--- src/rtl/board_frame_decoder_if.sv ---
// Byte-stream in / board-write out bus for the frame decoder.
// The master side drives start and received bytes; the slave side is the decoder.
interface board_frame_decoder_if #(
  parameter int unsigned ADDR_W = 6
);
  logic              start;
  logic [7:0]        rx_data;
  logic              rx_valid;
  logic              rx_ready;
  logic              wr_en;
  logic [ADDR_W-1:0] wr_addr;
  logic              wr_data;
  logic              busy;
  logic              done;
  logic              error;

  modport master (
    output start, rx_data, rx_valid,
    input  rx_ready, wr_en, wr_addr, wr_data, busy, done, error
  );

  modport slave (
    input  start, rx_data, rx_valid,
    output rx_ready, wr_en, wr_addr, wr_data, busy, done, error
  );
endinterface

--- src/rtl/board_frame_decoder.sv ---
// Decodes an ANSI-style text frame (ESC[;H header, rows of 'O'/' ' cells ending CR LF)
// into one-bit board cell writes, restarting at the header on any illegal byte.
module board_frame_decoder #(
  parameter int unsigned LOG_WIDTH  = 3,
  parameter int unsigned LOG_HEIGHT = 3
) (
  input  logic                  clk,
  input  logic                  rst_n,
  board_frame_decoder_if.slave  bus
);
  localparam logic [7:0] CH_ESC   = 8'd27;
  localparam logic [7:0] CH_ALIVE = 8'd79;
  localparam logic [7:0] CH_DEAD  = 8'd32;
  localparam logic [7:0] CH_CR    = 8'd13;
  localparam logic [7:0] CH_LF    = 8'd10;

  typedef enum logic [2:0] {S_IDLE, S_HDR, S_CELL, S_CR, S_LF} state_t;

  state_t                state;
  logic [1:0]            hdr_idx;
  logic [LOG_HEIGHT-1:0] row;
  logic [LOG_WIDTH-1:0]  col;
  logic                  xfer_c;
  logic                  illegal_c;

  function automatic logic [7:0] hdr_byte(input logic [1:0] idx);
    case (idx)
      2'd0:    hdr_byte = 8'd27;
      2'd1:    hdr_byte = 8'd91;
      2'd2:    hdr_byte = 8'd59;
      default: hdr_byte = 8'd72;
    endcase
  endfunction

  assign xfer_c = bus.rx_valid && bus.rx_ready;

  // Byte is out of place for the current frame position
  always_comb begin
    illegal_c = 1'b0;
    if (xfer_c) begin
      case (state)
        S_HDR:   illegal_c = (bus.rx_data != hdr_byte(hdr_idx));
        S_CELL:  illegal_c = (bus.rx_data != CH_ALIVE) && (bus.rx_data != CH_DEAD);
        S_CR:    illegal_c = (bus.rx_data != CH_CR);
        S_LF:    illegal_c = (bus.rx_data != CH_LF);
        default: illegal_c = 1'b0;
      endcase
    end
  end

  always_ff @(posedge clk or negedge rst_n) begin
    if (!rst_n) begin
      state        <= S_IDLE;
      hdr_idx      <= 2'd0;
      row          <= '0;
      col          <= '0;
      bus.rx_ready <= 1'b0;
      bus.wr_en    <= 1'b0;
      bus.wr_addr  <= '0;
      bus.wr_data  <= 1'b0;
      bus.busy     <= 1'b0;
      bus.done     <= 1'b0;
      bus.error    <= 1'b0;
    end else begin
      bus.wr_en <= 1'b0;
      bus.done  <= 1'b0;
      bus.error <= 1'b0;
      if (illegal_c) begin
        // A stray ESC is treated as the first byte of a fresh header
        bus.error <= 1'b1;
        state     <= S_HDR;
        hdr_idx   <= (bus.rx_data == CH_ESC) ? 2'd1 : 2'd0;
        row       <= '0;
        col       <= '0;
      end else begin
        case (state)
          S_IDLE: begin
            if (bus.start) begin
              state        <= S_HDR;
              hdr_idx      <= 2'd0;
              row          <= '0;
              col          <= '0;
              bus.rx_ready <= 1'b1;
              bus.busy     <= 1'b1;
            end
          end
          S_HDR: begin
            if (xfer_c) begin
              if (hdr_idx == 2'd3) begin
                state   <= S_CELL;
                hdr_idx <= 2'd0;
              end else begin
                hdr_idx <= hdr_idx + 2'd1;
              end
            end
          end
          S_CELL: begin
            if (xfer_c) begin
              bus.wr_en   <= 1'b1;
              bus.wr_addr <= {row, col};
              bus.wr_data <= (bus.rx_data == CH_ALIVE);
              col         <= col + LOG_WIDTH'(1);
              if (col == '1) state <= S_CR;
            end
          end
          S_CR: begin
            if (xfer_c) state <= S_LF;
          end
          S_LF: begin
            if (xfer_c) begin
              row <= row + LOG_HEIGHT'(1);
              if (row == '1) begin
                state        <= S_IDLE;
                bus.done     <= 1'b1;
                bus.rx_ready <= 1'b0;
                bus.busy     <= 1'b0;
              end else begin
                state <= S_CELL;
              end
            end
          end
          default: begin
            state        <= S_IDLE;
            bus.rx_ready <= 1'b0;
            bus.busy     <= 1'b0;
          end
        endcase
      end
    end
  end
endmodule

--- src/flat_wrapper.sv ---
// flat-port wrapper written by rule: the top's interface ports become plain ports
module board_frame_decoder_flat 
#(
  parameter int unsigned LOG_WIDTH  = 3,
  parameter int unsigned LOG_HEIGHT = 3
)
  (clk, rst_n, bus_start, bus_rx_data, bus_rx_valid, bus_rx_ready, bus_wr_en, bus_wr_addr, bus_wr_data, bus_busy, bus_done, bus_error);
  board_frame_decoder_if #(.ADDR_W((3) + (3))) bus_i ();
  input  logic clk;
  input  logic rst_n;
  input wire logic [$bits(bus_i.start)-1:0] bus_start;
  input wire logic [$bits(bus_i.rx_data)-1:0] bus_rx_data;
  input wire logic [$bits(bus_i.rx_valid)-1:0] bus_rx_valid;
  output wire logic [$bits(bus_i.rx_ready)-1:0] bus_rx_ready;
  output wire logic [$bits(bus_i.wr_en)-1:0] bus_wr_en;
  output wire logic [$bits(bus_i.wr_addr)-1:0] bus_wr_addr;
  output wire logic [$bits(bus_i.wr_data)-1:0] bus_wr_data;
  output wire logic [$bits(bus_i.busy)-1:0] bus_busy;
  output wire logic [$bits(bus_i.done)-1:0] bus_done;
  output wire logic [$bits(bus_i.error)-1:0] bus_error;
  assign bus_i.start = bus_start;
  assign bus_i.rx_data = bus_rx_data;
  assign bus_i.rx_valid = bus_rx_valid;
  assign bus_rx_ready = bus_i.rx_ready;
  assign bus_wr_en = bus_i.wr_en;
  assign bus_wr_addr = bus_i.wr_addr;
  assign bus_wr_data = bus_i.wr_data;
  assign bus_busy = bus_i.busy;
  assign bus_done = bus_i.done;
  assign bus_error = bus_i.error;
  board_frame_decoder #(.LOG_WIDTH(LOG_WIDTH), .LOG_HEIGHT(LOG_HEIGHT)) u_core (.clk(clk), .rst_n(rst_n), .bus(bus_i));
endmodule
--- config.mk ---
export PLATFORM = sky130hd
export DESIGN_NAME = board_frame_decoder_flat
export DESIGN_NICKNAME = d
export VERILOG_FILES = /design/src/rtl/board_frame_decoder_if.sv /design/src/rtl/board_frame_decoder.sv /design/src/flat_wrapper.sv
export SDC_FILE = /design/constraint.sdc
export NUM_CORES = 1
export LEC_CHECK = 0
export CAP_MARGIN = 15
export CORE_ASPECT_RATIO = 0.7
export CORE_MARGIN = 2
export CORE_UTILIZATION = 57
export CTS_BUF_LIST = sky130_fd_sc_hd__clkbuf_16
export DETAILED_ROUTE_END_ITERATION = 6
export GPL_TIMING_DRIVEN = 0
export PLACE_DENSITY = 0.8
export SYNTH_ARGS = -nofsm -noshare
export SYNTH_HDL_FRONTEND = slang
export SYNTH_SLANG_ARGS = --single-unit
--- constraint.sdc ---
create_clock -name clk -period 4.8 [get_ports clk]
set_clock_uncertainty 0.05 [all_clocks]
set_input_delay 0.96 -clock clk [delete_from_list [all_inputs] [get_ports clk]]
set_output_delay 0.96 -clock clk [all_outputs]
set_load 0.03 [all_outputs]
==> key figures <==
Logic synthesis
  – Area of the mapped netlist: 1550 um2
  – Mapped Avg Cell Area: 9.69 um2
  – EDFF count, synth: 0
  – Commonest register cell after synthesis: dfrtp_1
  – Synthesized net count: around 180
  – Yosys cell types: slightly below 60
  – Ys async rst share: 100%
  – Post-synthesis sequential area ratio: around 36%
  – Post-synthesis cell count: 160
  – Post-synthesis register bit count: 22
  – Syn. warnings: 0

Clocking
  – CTS clk-pin slew, worst paths: 60 ps
  – TritonCTS buffer count: 3
  – Clock Sinks: 22
  – CTS tree: built
  – # resized after CTS: 0
  – Worst-case clock buffer depth: 2
  – Setup Buffers After CTS: 0
  – Clk Latency, worst-skew pair: 260 ps
  – CTS root buf: clkbuf_16
  – Post-CTS Hold Buffers: 0
  – Number of H-tree levels: 1

STA
  – Slew HR: 35.1%
  – Max Freq: 323 MHz
  – Endpoints failing hold: 0
  – Worst-Margin Slew: 971 ps
  – Tmin final: 3100 ps
  – Max-slew violations: 0
  – Fin crit share: 64.5%
  – Setup repair after global routing missed its margin: false
  – Worst setup slack after layout: 1700 ps
  – Setup_tns: 0 ps
  – Final setup fails: 0

Place
  – Post-DP HPWL: 2890 um
  – Worst slack, placed: 1460 ps
  – Port Buffer Count: 23
  – Routability cong.: 0.885

Route
  – Wire length per cell: 18.2 um
  – Via-per-instance ratio: 6.55
  – Antenna viol nets, final: 0
  – Drt first-iter violations: between 100 and 150
  – Vias: 1447
  – Overall routed net length: between 4000 and 5000 um
  – DRC viols: 0
  – Drt pass-1 iters: 4

Power
  – Peak VDD IR: 0.323 mV
  – Leakage: 0.808 nW
  – Total power per unit cell area: 482 nW/um2

Floorplanning
  – Die X: 66.3 um
  – Die Area: 3160 um2
  – Num ports: 24
  – Core region area: 2510 um2
  – Starting Density: 61.6%
  – Core Rows: 15
  – Die Height: 47.6 um

Global route
  – First-pass GRT wire length: 6490 um
  – Congestion Overflow GR: 0
  – Vias in the first global route: around 1300
  – Initial antenna violation count: 0
  – Gr usage total: 28.1%
  – Largest net degree at the start of global routing: 23

Worst setup path
  – WP data arrival: roughly 3200 ps
  – Crit Path Class: primary input to flip-flop
  – R2r setup slk: 2190 ps
  – Crit path required time: 4890 ps
  – Crit. End Element: flip-flop
  – Type of origin of the critical path: primary input
  – Critical Path Fanout Max: 10

Status
  – Status: finished clean

Cells and area
  – Share of layout cells above drive strength 1: 16.6%
  – Area growth, synth to finish: 24.4%
  – ANT cells: 0
  – Fin util: 76.7%
  – Fillers: 179
  – Total area of sequential cells: 551 um2
  – Nets: approximately 210
  – Footprint of the multi-input gates: around 900 um2

Job
  – Max Cap Viol: 0

Worst hold path
  – HP Class: flip-flop to flip-flop
## cells in the final DEF (no fill, tap or decap), types with 3 or more instances in the layout
| cell type | n |
|---|---|
| a21oi_1 | 8 |
| a32oi_1 | 3 |
| nand3_1 | 4 |
| buf_2 | 4 |
| clkbuf_16 | 3 |
| mux2_2 | 4 |
| nand4_1 | 5 |
| mux2_1 | 5 |
| inv_1 | 8 |
| nand2_1 | 9 |
| nor2_1 | 11 |
| dfrtp_1 | 22 |
| ha_1 | 7 |
| clkdlybuf4s50_1 | 23 |
| o21ai_0 | 7 |
| nand2b_1 | 4 |
## worst paths after layout
check,cells past startpoint,start,end
hold / removal,1,u_core.bus.wr_addr[4]$_DFFE_PN0P_,u_core.bus.wr_addr[4]$_DFFE_PN0P_
max in group asynchronous,1,rst_n,u_core.bus.busy$_DFFE_PN0P_
hold reg to reg,1,u_core.bus.wr_addr[4]$_DFFE_PN0P_,u_core.bus.wr_addr[4]$_DFFE_PN0P_
setup / recovery,7,bus_rx_data[1],u_core.bus.wr_addr[2]$_DFFE_PN0P_
setup reg to reg,9,u_core.hdr_idx[0]$_DFFE_PN0P_,u_core.bus.busy$_DFFE_PN0P_
min in group asynchronous,1,rst_n,u_core.bus.wr_en$_DFF_PN0_
## per-stage QoR
step	area (um2)	instances	hold WS, ps	power [mW]
final	1930	221	444	0.929
after global routing	1930	221	463	0.976
after CTS	1930	221	452	0.922
after detailed placement	1820	217	438	0.681
after global placement	1820	217	417	0.668
after floorplan	1550	160	438	0.552
## worst max-delay path, stage by stage
cell and delay, ps:
clkdlybuf4s50_1 640, nand4b_1 190, or4_4 550, nand3_2 130, and3_1 220, buf_6 160
mux2_1 340
## cells in the mapped netlist (all sizes together), types with 2 or more instances
library cell,instances,area [um2]
o21ai,9,45.0
a32oi,3,26.3
ha,7,87.6
buf,9,57.6
nand4b,2,17.5
nor3,2,10.0
o22ai,3,32.5
nor2,11,41.3
nor2b,2,12.5
inv,8,30.0
mux2,9,101
or3,2,12.5
a311oi,2,30.0
nand4,5,31.3
dfrtp,22,551
and3,2,12.5
a22o,2,17.5
a211oi,3,27.5
nor3b,2,20.0
a21oi,8,40.0
and3b,2,21.3
nand2b,4,25.0
nor4b,2,17.5
nand3,5,30.0
o211ai,2,20.0
nand2,10,40.0
nand3b,2,15.0
## sequential cells by signal (all words and copies together), names as in the netlist
name	flops
u_core.row	3
u_core.bus.wr_en	1
u_core.bus.wr_data	1
u_core.bus.error	1
u_core.state	3
u_core.hdr_idx	2
u_core.col	3
u_core.bus.done	1
u_core.bus.wr_addr	6
u_core.bus.busy	1
## power breakdown
| part | internal (mW) | switching, mW |
|---|---|---|
| Combinational | 0.180 | 0.272 |
| Clock | 0.166 | 0.0687 |
| Sequential | 0.218 | 0.0247 |
| Total | 0.564 | 0.365 |
## routing by layer
layer | track usage [%] | share of wire [%] | vias to the layer above
li1 | - | - | 662
met1 | 39.8 | 43 | 702
met2 | 44.0 | 48 | 73
met3 | 5.41 | 7.5 | 10
met4 | 10.2 | 1.3 | 0
met5 | 0 | 0 | -
## layout make-up
class / count / area share (%)
Buffer: 10 / 3.24
Clock buffer: 3 / 3.89
Clock inverter: 1 / 1.56
Inverter: 8 / 1.56
Multi-Input combinational cell: 120 / 47.0
Sequential cell: 22 / 28.6
Tap cell: 34 / 2.21
Timing Repair Buffer: 23 / 11.9
## cell families after synthesis
kind of cell               share of synthesized area, %
adders and majority gates                          5.65
muxes                                              7.18
and+or+nand+nor                                    24.1
AOI/OAI and AO/OA                                  21.6
buffers and inverters                              5.97
DFF                                                35.5
No activity file was read; power rests on OpenSTA's default activity.
